File: src/rtl/branch_trace_buf_pkg.sv
// Shared state encoding and trace-entry layout for the branch trace buffer.
// An entry is {taken, pc, target}, with target in the low bits.
package branch_trace_buf_pkg;

   typedef enum logic [1:0] {
      ST_IDLE  = 2'd0,
      ST_ARMED = 2'd1,
      ST_RUN   = 2'd2,
      ST_DONE  = 2'd3
   } state_t;

   localparam int TGT_LSB = 0;

   function automatic int entry_w(input int xlen);
      return 2 * xlen + 1;
   endfunction

   function automatic int taken_bit(input int xlen);
      return 2 * xlen;
   endfunction

   function automatic int pc_lsb(input int xlen);
      return xlen;
   endfunction

endpackage

File: src/rtl/branch_trace_buf_if.sv
// Bundle of EX-stage snoop signals and the debug read-out port.
// The master drives branches and pops; the slave is the trace buffer.
interface branch_trace_buf_if #(
   parameter int XLEN = 32
) ();
   logic              ex_is_branch;
   logic              ex_take_branch;
   logic [XLEN-1:0]   ex_pc;
   logic [XLEN-1:0]   ex_target;
   logic              rd_en;
   logic              rd_valid;
   logic [2*XLEN:0]   rd_data;

   modport master (
      output ex_is_branch, ex_take_branch, ex_pc, ex_target, rd_en,
      input  rd_valid, rd_data
   );

   modport slave (
      input  ex_is_branch, ex_take_branch, ex_pc, ex_target, rd_en,
      output rd_valid, rd_data
   );
endinterface

File: src/rtl/branch_trace_buf_fifo.sv
// Synchronous FIFO with optional overwrite-oldest on overflow and registered read.
// o_drop flags a push that met a full FIFO without a simultaneous pop.
module branch_trace_buf_fifo #(
   parameter int W     = 65,
   parameter int DEPTH = 16,
   parameter int WRAP  = 0
) (
   input  logic                     clk,
   input  logic                     rst,
   input  logic                     i_flush,
   input  logic                     i_push,
   input  logic [W-1:0]             i_data,
   input  logic                     i_pop,
   output logic                     o_rd_valid,
   output logic [W-1:0]             o_rd_data,
   output logic [$clog2(DEPTH):0]   o_level,
   output logic                     o_empty,
   output logic                     o_full,
   output logic                     o_drop
);
   localparam int         AW       = $clog2(DEPTH);
   localparam logic       WRAP_EN  = (WRAP != 0);
   localparam logic [AW:0] FULL_LVL = (AW + 1)'(DEPTH);

   logic [W-1:0]  r_mem [DEPTH];
   logic [AW-1:0] r_wp;
   logic [AW-1:0] r_rp;
   logic [AW:0]   r_level;
   logic          r_rd_valid;
   logic [W-1:0]  r_rd_data;
   logic          w_pop;
   logic          w_push;
   logic          w_ovw;

   assign o_level    = r_level;
   assign o_empty    = (r_level == '0);
   assign o_full     = (r_level == FULL_LVL);
   assign o_rd_valid = r_rd_valid;
   assign o_rd_data  = r_rd_data;

   always_comb begin
      w_pop  = i_pop & ~o_empty;
      w_push = i_push & (~o_full | w_pop | WRAP_EN);
      w_ovw  = i_push & o_full & ~w_pop & WRAP_EN;
      o_drop = i_push & o_full & ~w_pop;
   end

   // Storage array needs no reset; pointers define what is valid.
   always_ff @(posedge clk) begin
      if (w_push) r_mem[r_wp] <= i_data;
   end

   always_ff @(posedge clk) begin
      if (rst || i_flush) begin
         r_wp       <= '0;
         r_rp       <= '0;
         r_level    <= '0;
         r_rd_valid <= 1'b0;
         r_rd_data  <= '0;
      end else begin
         r_rd_valid <= w_pop;
         if (w_pop) r_rd_data <= r_mem[r_rp];
         if (w_push) r_wp <= r_wp + AW'(1);
         // Overwrite drags the head forward so level stays at DEPTH.
         if (w_pop || w_ovw) r_rp <= r_rp + AW'(1);
         if (w_push && !w_pop && !w_ovw) r_level <= r_level + (AW + 1)'(1);
         else if (w_pop && !w_push) r_level <= r_level - (AW + 1)'(1);
      end
   end
endmodule

File: src/rtl/branch_trace_buf.sv
// Branch trace unit: capture FSM with PC trigger and post-trigger window,
// saturating statistics, and a trace FIFO drained through the read port.
module branch_trace_buf
   import branch_trace_buf_pkg::*;
#(
   parameter int XLEN     = 32,
   parameter int DEPTH    = 16,
   parameter int CNT_W    = 32,
   parameter int WRAP     = 0,
   parameter int POST_CNT = 8
) (
   input  logic                     clk,
   input  logic                     rst,
   input  logic                     i_start,
   input  logic                     i_stop,
   input  logic                     i_clear,
   input  logic                     i_trig_en,
   input  logic [XLEN-1:0]          i_trig_pc,
   branch_trace_buf_if.slave        bus,
   output logic [$clog2(DEPTH):0]   o_level,
   output logic                     o_empty,
   output logic                     o_full,
   output logic [CNT_W-1:0]         o_br_cnt,
   output logic [CNT_W-1:0]         o_taken_cnt,
   output logic [CNT_W-1:0]         o_drop_cnt,
   output logic [1:0]               o_state
);
   localparam int          EW        = entry_w(XLEN);
   localparam int          TAKEN_BIT = taken_bit(XLEN);
   localparam int          PC_LSB    = pc_lsb(XLEN);
   localparam int          PW        = (POST_CNT < 1) ? 1 : $clog2(POST_CNT + 1);
   localparam logic        POST_EN   = (POST_CNT != 0);
   localparam logic [PW-1:0] POST_LIM = PW'(POST_CNT);
   localparam logic [CNT_W-1:0] CMAX  = '1;

   state_t            r_state;
   state_t            w_state_nx;
   logic [PW-1:0]     r_post;
   logic [PW-1:0]     w_post_nx;
   logic [PW-1:0]     w_post_inc;
   logic              r_trig;
   logic              w_trig_nx;
   logic              w_capture;
   logic              w_hit;
   logic              w_stop_eff;
   logic              w_drop;
   logic [EW-1:0]     w_entry;
   logic              w_rd_valid;
   logic [EW-1:0]     w_rd_data;
   logic [CNT_W-1:0]  r_br_cnt;
   logic [CNT_W-1:0]  r_taken_cnt;
   logic [CNT_W-1:0]  r_drop_cnt;

   assign o_state     = r_state;
   assign o_br_cnt    = r_br_cnt;
   assign o_taken_cnt = r_taken_cnt;
   assign o_drop_cnt  = r_drop_cnt;
   assign bus.rd_valid = w_rd_valid;
   assign bus.rd_data  = w_rd_data;

   always_comb begin
      w_entry                    = '0;
      w_entry[TAKEN_BIT]         = bus.ex_take_branch;
      w_entry[PC_LSB +: XLEN]    = bus.ex_pc;
      w_entry[TGT_LSB +: XLEN]   = bus.ex_target;
   end

   // Next-state, post-trigger window and capture decision.
   always_comb begin
      w_state_nx = r_state;
      w_post_nx  = r_post;
      w_trig_nx  = r_trig;
      w_capture  = 1'b0;
      w_post_inc = r_post + PW'(1);
      w_stop_eff = i_stop & (r_state != ST_IDLE);
      w_hit      = bus.ex_is_branch & (bus.ex_pc == i_trig_pc);
      if (i_clear) begin
         w_state_nx = ST_IDLE;
         w_post_nx  = '0;
         w_trig_nx  = 1'b0;
      end else if (w_stop_eff) begin
         w_state_nx = ST_DONE;
      end else begin
         case (r_state)
            ST_IDLE, ST_DONE: begin
               if (i_start) begin
                  w_state_nx = i_trig_en ? ST_ARMED : ST_RUN;
                  w_trig_nx  = i_trig_en;
                  w_post_nx  = '0;
               end else begin
                  w_state_nx = r_state;
               end
            end
            ST_ARMED: begin
               if (w_hit) begin
                  w_capture  = 1'b1;
                  w_state_nx = ST_RUN;
                  w_post_nx  = '0;
               end else begin
                  w_state_nx = ST_ARMED;
               end
            end
            ST_RUN: begin
               if (bus.ex_is_branch) begin
                  w_capture = 1'b1;
                  // The window only applies after a real trigger.
                  if (r_trig && POST_EN) begin
                     w_post_nx = w_post_inc;
                     if (w_post_inc == POST_LIM) w_state_nx = ST_DONE;
                     else w_state_nx = ST_RUN;
                  end else begin
                     w_post_nx = r_post;
                  end
               end else begin
                  w_state_nx = ST_RUN;
               end
            end
            default: w_state_nx = ST_IDLE;
         endcase
      end
   end

   always_ff @(posedge clk) begin
      if (rst) begin
         r_state <= ST_IDLE;
         r_post  <= '0;
         r_trig  <= 1'b0;
      end else begin
         r_state <= w_state_nx;
         r_post  <= w_post_nx;
         r_trig  <= w_trig_nx;
      end
   end

   always_ff @(posedge clk) begin
      if (rst || i_clear) begin
         r_br_cnt    <= '0;
         r_taken_cnt <= '0;
         r_drop_cnt  <= '0;
      end else if (w_capture) begin
         if (r_br_cnt != CMAX) r_br_cnt <= r_br_cnt + CNT_W'(1);
         if (bus.ex_take_branch && r_taken_cnt != CMAX) r_taken_cnt <= r_taken_cnt + CNT_W'(1);
         if (w_drop && r_drop_cnt != CMAX) r_drop_cnt <= r_drop_cnt + CNT_W'(1);
      end
   end

   branch_trace_buf_fifo #(
      .W     (EW),
      .DEPTH (DEPTH),
      .WRAP  (WRAP)
   ) u_fifo (
      .clk        (clk),
      .rst        (rst),
      .i_flush    (i_clear),
      .i_push     (w_capture),
      .i_data     (w_entry),
      .i_pop      (bus.rd_en),
      .o_rd_valid (w_rd_valid),
      .o_rd_data  (w_rd_data),
      .o_level    (o_level),
      .o_empty    (o_empty),
      .o_full     (o_full),
      .o_drop     (w_drop)
   );
endmodule
File: src/flat_wrapper.sv
// flat-port wrapper written by rule: the top's interface ports become plain ports
module branch_trace_buf_flat import branch_trace_buf_pkg::*;
#(
   parameter int XLEN     = 32,
   parameter int DEPTH    = 16,
   parameter int CNT_W    = 32,
   parameter int WRAP     = 0,
   parameter int POST_CNT = 8
)
  (clk, rst, i_start, i_stop, i_clear, i_trig_en, i_trig_pc, o_level, o_empty, o_full, o_br_cnt, o_taken_cnt, o_drop_cnt, o_state, bus_ex_is_branch, bus_ex_take_branch, bus_ex_pc, bus_ex_target, bus_rd_en, bus_rd_valid, bus_rd_data);
  branch_trace_buf_if #(.XLEN(XLEN)) bus_i ();
  input  logic clk;
  input  logic rst;
  input  logic i_start;
  input  logic i_stop;
  input  logic i_clear;
  input  logic i_trig_en;
  input  logic [XLEN-1:0] i_trig_pc;
  output logic [$clog2(DEPTH):0] o_level;
  output logic o_empty;
  output logic o_full;
  output logic [CNT_W-1:0] o_br_cnt;
  output logic [CNT_W-1:0] o_taken_cnt;
  output logic [CNT_W-1:0] o_drop_cnt;
  output logic [1:0] o_state;
  input wire logic [$bits(bus_i.ex_is_branch)-1:0] bus_ex_is_branch;
  input wire logic [$bits(bus_i.ex_take_branch)-1:0] bus_ex_take_branch;
  input wire logic [$bits(bus_i.ex_pc)-1:0] bus_ex_pc;
  input wire logic [$bits(bus_i.ex_target)-1:0] bus_ex_target;
  input wire logic [$bits(bus_i.rd_en)-1:0] bus_rd_en;
  output wire logic [$bits(bus_i.rd_valid)-1:0] bus_rd_valid;
  output wire logic [$bits(bus_i.rd_data)-1:0] bus_rd_data;
  assign bus_i.ex_is_branch = bus_ex_is_branch;
  assign bus_i.ex_take_branch = bus_ex_take_branch;
  assign bus_i.ex_pc = bus_ex_pc;
  assign bus_i.ex_target = bus_ex_target;
  assign bus_i.rd_en = bus_rd_en;
  assign bus_rd_valid = bus_i.rd_valid;
  assign bus_rd_data = bus_i.rd_data;
  branch_trace_buf #(.XLEN(XLEN), .DEPTH(DEPTH), .CNT_W(CNT_W), .WRAP(WRAP), .POST_CNT(POST_CNT)) u_core (.clk(clk), .rst(rst), .i_start(i_start), .i_stop(i_stop), .i_clear(i_clear), .i_trig_en(i_trig_en), .i_trig_pc(i_trig_pc), .bus(bus_i), .o_level(o_level), .o_empty(o_empty), .o_full(o_full), .o_br_cnt(o_br_cnt), .o_taken_cnt(o_taken_cnt), .o_drop_cnt(o_drop_cnt), .o_state(o_state));
endmodule
File: config.mk
export PLATFORM = sky130hd
export DESIGN_NAME = branch_trace_buf_flat
export DESIGN_NICKNAME = d
export VERILOG_FILES = /design/src/rtl/branch_trace_buf_pkg.sv /design/src/rtl/branch_trace_buf_if.sv /design/src/rtl/branch_trace_buf_fifo.sv /design/src/rtl/branch_trace_buf.sv /design/src/flat_wrapper.sv
export SDC_FILE = /design/constraint.sdc
export NUM_CORES = 1
export LEC_CHECK = 0
export BUFFER_PORTS_ARGS = -buffer_cell sky130_fd_sc_hd__buf_2
export CORE_ASPECT_RATIO = 1.75
export CORE_MARGIN = 8
export CORE_UTILIZATION = 60
export DETAILED_ROUTE_END_ITERATION = 10
export GPL_TIMING_DRIVEN = 0
export MAX_ROUTING_LAYER = met4
export PLACE_DENSITY = 0.79
export SLEW_MARGIN = 20
export SYNTH_ARGS = -nofsm -noshare
export SYNTH_HDL_FRONTEND = slang
export SYNTH_SLANG_ARGS = --single-unit
File: constraint.sdc
create_clock -name clk -period 9.5 [get_ports clk]
set_input_delay 1.425 -clock clk [delete_from_list [all_inputs] [get_ports clk]]
set_output_delay 1.425 -clock clk [all_outputs]
set_load 0.05 [all_outputs]
# == Word-level counts from Yosys, hierarchy flattened ==
# Memories as Yosys holds them, arrays and structs flattened. A register that Yosys moved wholly into a read port is not among the register bits.
# Cells that the tools add are included.
# totals
ff_bits,117
ram_bits,1040
output_inout_bits,171
n_memories,1
# mem_list
memory,depth,word_bits,read_ports,rd_ports_with_merged_regs,write_ports,line,text
u_core.u_fifo.r_mem,16,65,1,1,1,branch_trace_buf_fifo.sv:25,logic [W-1:0] r_mem [DEPTH];
# classes
n_addsub,8
n_eq_ne,15
mux,22
n_bitwise,11
reduce_logical,19
# op_table
op,n
$add A32 B1 Y32 const B,3
$ne A32 B32 Y1 const B,3
$eq A32 B32 Y1,1
$mux W4,4
$add A4 B1 Y4 const B,3
$mux W2,6
$pmux W4 S3,1
$mux W5,2
$reduce_and A2 Y1,4
$mux W1,7
$and A1 B1 Y1,6
$pmux W2 S3,1
$add A5 B1 Y5 const B,1
$eq A5 B5 Y1 const B,1
$logic_not A5 Y1,1
$reduce_and A5 Y1,1
$sub A5 B1 Y5 const B,1
$eq A2 B2 Y1 const B,2
$eq A4 B4 Y1 const B,1
$logic_and A1 B1 Y1,4
$ne A2 B1 Y1 const B,2
$ne A2 B2 Y1 const B,2
$ne A4 B2 Y1 const B,1
$not A1 Y1,4
10 further kinds,13

# == Logic depth before layout (Yosys ltp) ==
# logic_depth
word_depth,11
mapped_depth,18
mapped_depth_nobuf,16

# == Modules after synthesis ==
# Synthesis repeated with hierarchy kept, for this count alone.
# hier_totals
hier_cells,2560
area_unflattened_um2,47854.6
# by_module_without_submodules
module,instances,cells_per_inst,area_each_um2,seq_area_each_um2
branch_trace_buf_fifo,1,1839,42070.3,32811.5
branch_trace_buf,1,721,5784.3,2062.0

# == Worst setup path before layout ==
# Ideal clock, no wire load.
# synth_path
path_kind,input port to flip-flop
start,input port i_trig_pc[28]
end,"memory u_core.u_fifo.r_mem[0][0], enable pin"
setup_ps,568
t_arrival_ps,7429
slack_ps,1503
cell_stages,10
path_cell_list,xnor2_1 -> nand4_1 -> nor4_1 -> nand4_1 -> and2_1 -> buf_6 -> buf_2 -> nor2_1 -> nand2_1 -> nor3_1
# synth_between
elab_chain_len,9
# synth_rtl
element,line,text
from (decl),flat_wrapper.sv:18,input logic [XLEN-1:0] i_trig_pc;
$eq A32 B32 Y1,branch_trace_buf.sv:76,w_hit = bus.ex_is_branch & (bus.ex_pc == i_trig_pc);
$and A1 B1 Y1,branch_trace_buf.sv:76,
$mux W1,branch_trace_buf.sv:95,if (w_hit) begin
$pmux W1 S2,branch_trace_buf.sv:84,case (r_state)
$mux W1,branch_trace_buf.sv:81,end else if (w_stop_eff) begin
$mux W1,branch_trace_buf.sv:77,if (i_clear) begin
$and A1 B1 Y1,branch_trace_buf_fifo.sv:43,w_push = i_push & (~o_full | w_pop | WRAP_EN);
named net u_core.u_fifo.w_push,branch_trace_buf_fifo.sv:32,logic w_push;
$mux W1,branch_trace_buf_fifo.sv:50,if (w_push) r_mem[r_wp] <= i_data;
$mux W1 (not written as such),branch_trace_buf_fifo.sv:50,
to (decl),branch_trace_buf_fifo.sv:25,
# The timed path passes the listed nets, and every way through them passes these cells.

# == Final worst setup path ==
# layout_path
start,input port bus_ex_pc[2]
end,"memory u_core.u_fifo.r_mem[2][50], enable pin"
# layout_between
elab_chain_len,9
# layout_rtl
element,line,text
from (decl),flat_wrapper.sv:28,input wire logic [$bits(bus_i.ex_pc)-1:0] bus_ex_pc;
$eq A32 B32 Y1,branch_trace_buf.sv:76,
$and A1 B1 Y1,branch_trace_buf.sv:76,
$mux W1,branch_trace_buf.sv:95,
$pmux W1 S2,branch_trace_buf.sv:84,
$mux W1,branch_trace_buf.sv:81,
$mux W1,branch_trace_buf.sv:77,
$and A1 B1 Y1,branch_trace_buf_fifo.sv:43,
named net u_core.u_fifo.w_push,branch_trace_buf_fifo.sv:32,
$mux W1,branch_trace_buf_fifo.sv:50,
$mux W1 (not written as such),branch_trace_buf_fifo.sv:50,
# The timed path passes the listed nets, and every way through them passes these cells.

==> flow_summary.toml <==
[clock_network]
cts_resized = 0
post_cts_buffers = 0
htreeDepth = 3
clk_path_buf_depth = 3
clk_latency_ns = 0.71
path_clk_slew_ns = 0.07
cts_made_buffers = 103
cts_sinks = 1222
clock-root-buffer = "clkbuf_16"
cts_hold_buffers = 0
cts_tree = "built"

[placement]
gp_congestion = 0.8974
post-place-ws_ns = 3.025
dpl.hpwl_um = 85640
placed_area_mm2 = 0.05163
placed_cells = 3877
io_buffers = 275

[logic_synthesis]
netlist_area_mm2 = 0.04726
yosysWarnings = 0
synth-edff-count = 1040
synth_cells = 2474
synthTopCellsByArea = "edfxtp_1, mux4_2, dfxtp_1"
synth_top_cell_by_area = "edfxtp_1"
yosysSeqAreaShare_pct = 73.78
netlist.area_leader.share_pct = 66.08
synthMostInstantiatedCell = "edfxtp_1"
synth.net_count = 2597
synthFlopType = "edfxtp_1"
yosysUniqueCellTypes = 51
avgSynthCellArea_um2 = 19.10
synth_seq_cells = 1222
synth_common_cells = "edfxtp_1, mux4_2, nand2_1"
async_reset_ff_share_pct = 0

[drt]
firstDrtPassIters = 6
viasPerCell = 6.633
drc = 0
first_iter_violations = 3262
routed_wl_um = 131600
wl_per_cell_um = 32.21
drtAntennaViolNets = 0
vias = 27097

[power]
p_leak_nw = 17.67
vdd_drop_max_mv = 0.1850
powerDensity_mw_per_mm2 = 190.2
power_w = 0.01049

[floorplan]
die_area_mm2 = 0.08836
rows = 136
core_region_area_mm2 = 0.07828
ios = 276
die_w_um = 228.2
initial_core_util_pct = 60.38
dieHeight_um = 387.3

[setup_path]
startpoint_type = "input pin"
cp_max_fo = 17
reg2reg_depth = 14
r2r-start = "u_core.o_state[0]"
ff2ff_setup_slack_ns = 4.64
r2r-end = "u_core.u_fifo.r_mem[2][50]"
arrival_ns = 6.23
critPathLaunch = "bus_ex_pc[2]"
cp-end-kind = "flip-flop"
endpoint = "u_core.u_fifo.r_mem[2][50]"
crit_type = "in2reg"
required_ns = 9.90

[global_routing]
grtUsageTotal_pct = 30.35
antenna_found_initial = 14
grt_pass1_vias = 28148
grt_max_degree = 21
overflow = 0
grt_pass1_wl_um = 189700

[timing]
period_needed_ns = 5.836
worst_pin_slew_ns = 1.184
rsz0062_at_grt = "false"
finalSetupViolations = 0
slew_violations = 0
slew_headroom_pct = 21.04
min_period_over_period_pct = 61.44
setup_ws_ns = 3.664
max_freq_mhz = 171.3
whs_ns = 0.4529
skew_ns = 0.02419
finalHoldViolations = 0

[job]
drv_cap = 0

[cells_and_area]
synthToLayoutAreaGrowth_pct = 16.73
final_area_mm2 = 0.05517
drive_gt1_share_pct = 30.43
stdcell_count = 4085
final_nets = 3070

[hold_path]
hp-class = "reg2reg"

[run_status]
outcome = "complete, no violations"
-- cells in the final DEF, fill, tap and decap left out, types with 23 or more instances in the layout --
master     Yosys  routed
buf_4          0      39
buf_16         0      35
edfxtp_1    1040    1040
clkinv_2       0      26
xnor2_1       87      87
nor4_1        27      27
dfxtp_1      182     182
nand2_1      193     193
mux4_2       325     325
buf_2         20     295
a21oi_1       81      81
nor2_1       135     123
nand4_1       38      38
and3_1        23      23
clkbuf_16      0     105
nand3_1       29      29
xor2_1        37      37
clkbuf_1      85      91
-- cell type report --
type / instances / area (µm²)
Antenna cell: 14 / 35.03
Inverter: 14 / 52.55
Fill cell: 4631 / 23100
Sequential cell: 1222 / 34870
Multi-Input combinational cell: 1108 / 11930
Timing Repair Buffer: 368 / 2960
Buffer: 130 / 536.8
Clock inverter: 66 / 679.4
Tap cell: 1035 / 1295
Clock buffer: 128 / 2814
-- worst max-delay path, stage by stage --
cell and delay [ns]:
buf_2 0.22, xnor2_1 0.54, nand4_1 0.40, nor4_1 0.40, nand4_1 0.24, and2_1 0.23, buf_6 0.14, buf_2 0.23
nor2_1 0.37, nand2_1 0.33, nor3_2 0.70, buf_4 0.34, buf_6 0.17, buf_4 0.23, buf_4 0.22
-- worst min path at each step --
stage	start	endpoint	depth (start not counted)
detailed placement	u_core.u_fifo.o_rd_data[44]	u_core.u_fifo.o_rd_data[44]	2
global placement	u_core.u_fifo.o_rd_data[41]	u_core.u_fifo.o_rd_data[41]	2
finish	u_core.u_fifo.o_rd_data[44]	u_core.u_fifo.o_rd_data[44]	2
CTS	u_core.u_fifo.o_rd_data[44]	u_core.u_fifo.o_rd_data[44]	2
floorplan	u_core.u_fifo.r_wp[1]	u_core.u_fifo.r_wp[1]	2
global route	u_core.u_fifo.o_rd_data[58]	u_core.u_fifo.o_rd_data[58]	2
-- layer usage --
metal | global-route usage (%) | part of all wire [%] | up-vias | routed length [µm]
met2 | 50.44 | 51 | 2028 | 67610
met5 | - | 0 | - | 0
met3 | 7.453 | 10 | 378 | 13570
met4 | 14.83 | 4.9 | 0 | 6440
met1 | 34.36 | 33 | 13822 | 43950
li1 | - | - | 10869 | -
-- cells by family after synthesis --
| family | count (synthesis) | synth area share (%) |
|---|---|---|
| adders and majority gates | 18 | 0.4924 |
| AOI/OAI and AO/OA | 115 | 1.406 |
| and+or+nand+nor | 522 | 5.231 |
| xor gates and xnor gates | 124 | 2.298 |
| DFF | 1222 | 73.78 |
| buffers and inverters | 144 | 1.218 |
| muxes | 329 | 15.57 |
-- metrics by stage --
step	setup TNS, ns	util [%]
2_1_floorplan	0	-
3_3_place_gp	-2686.41	63.79
3_5_place_dp	0	65.96
4_1_cts	0	70.42
5_1_grt	0	70.48
6_report	0	70.48
-- flip-flops by register name, summed over array words and instances, names as in the netlist, 2 cells and up --
name and cells:
u_core.u_fifo.r_wp 4, u_core.u_fifo.r_mem 1040, u_core.o_drop_cnt 32, u_core.o_state 2, u_core.o_br_cnt 32, u_core.u_fifo.o_level 5
u_core.o_taken_cnt 32, u_core.u_fifo.o_rd_data 65, u_core.r_post 4, u_core.u_fifo.r_rp 4
-- where the power goes --
group | leakage [nW] | total, W | internal (W) | switching [W]
registers | 10.8 | 0.00582 | 0.00581 | 0.00000524
clock network | 1.72 | 0.00439 | 0.00244 | 0.00195
logic | 5.15 | 0.000288 | 0.0000804 | 0.000207
Note: power is estimated with default switching activity, not from simulation.
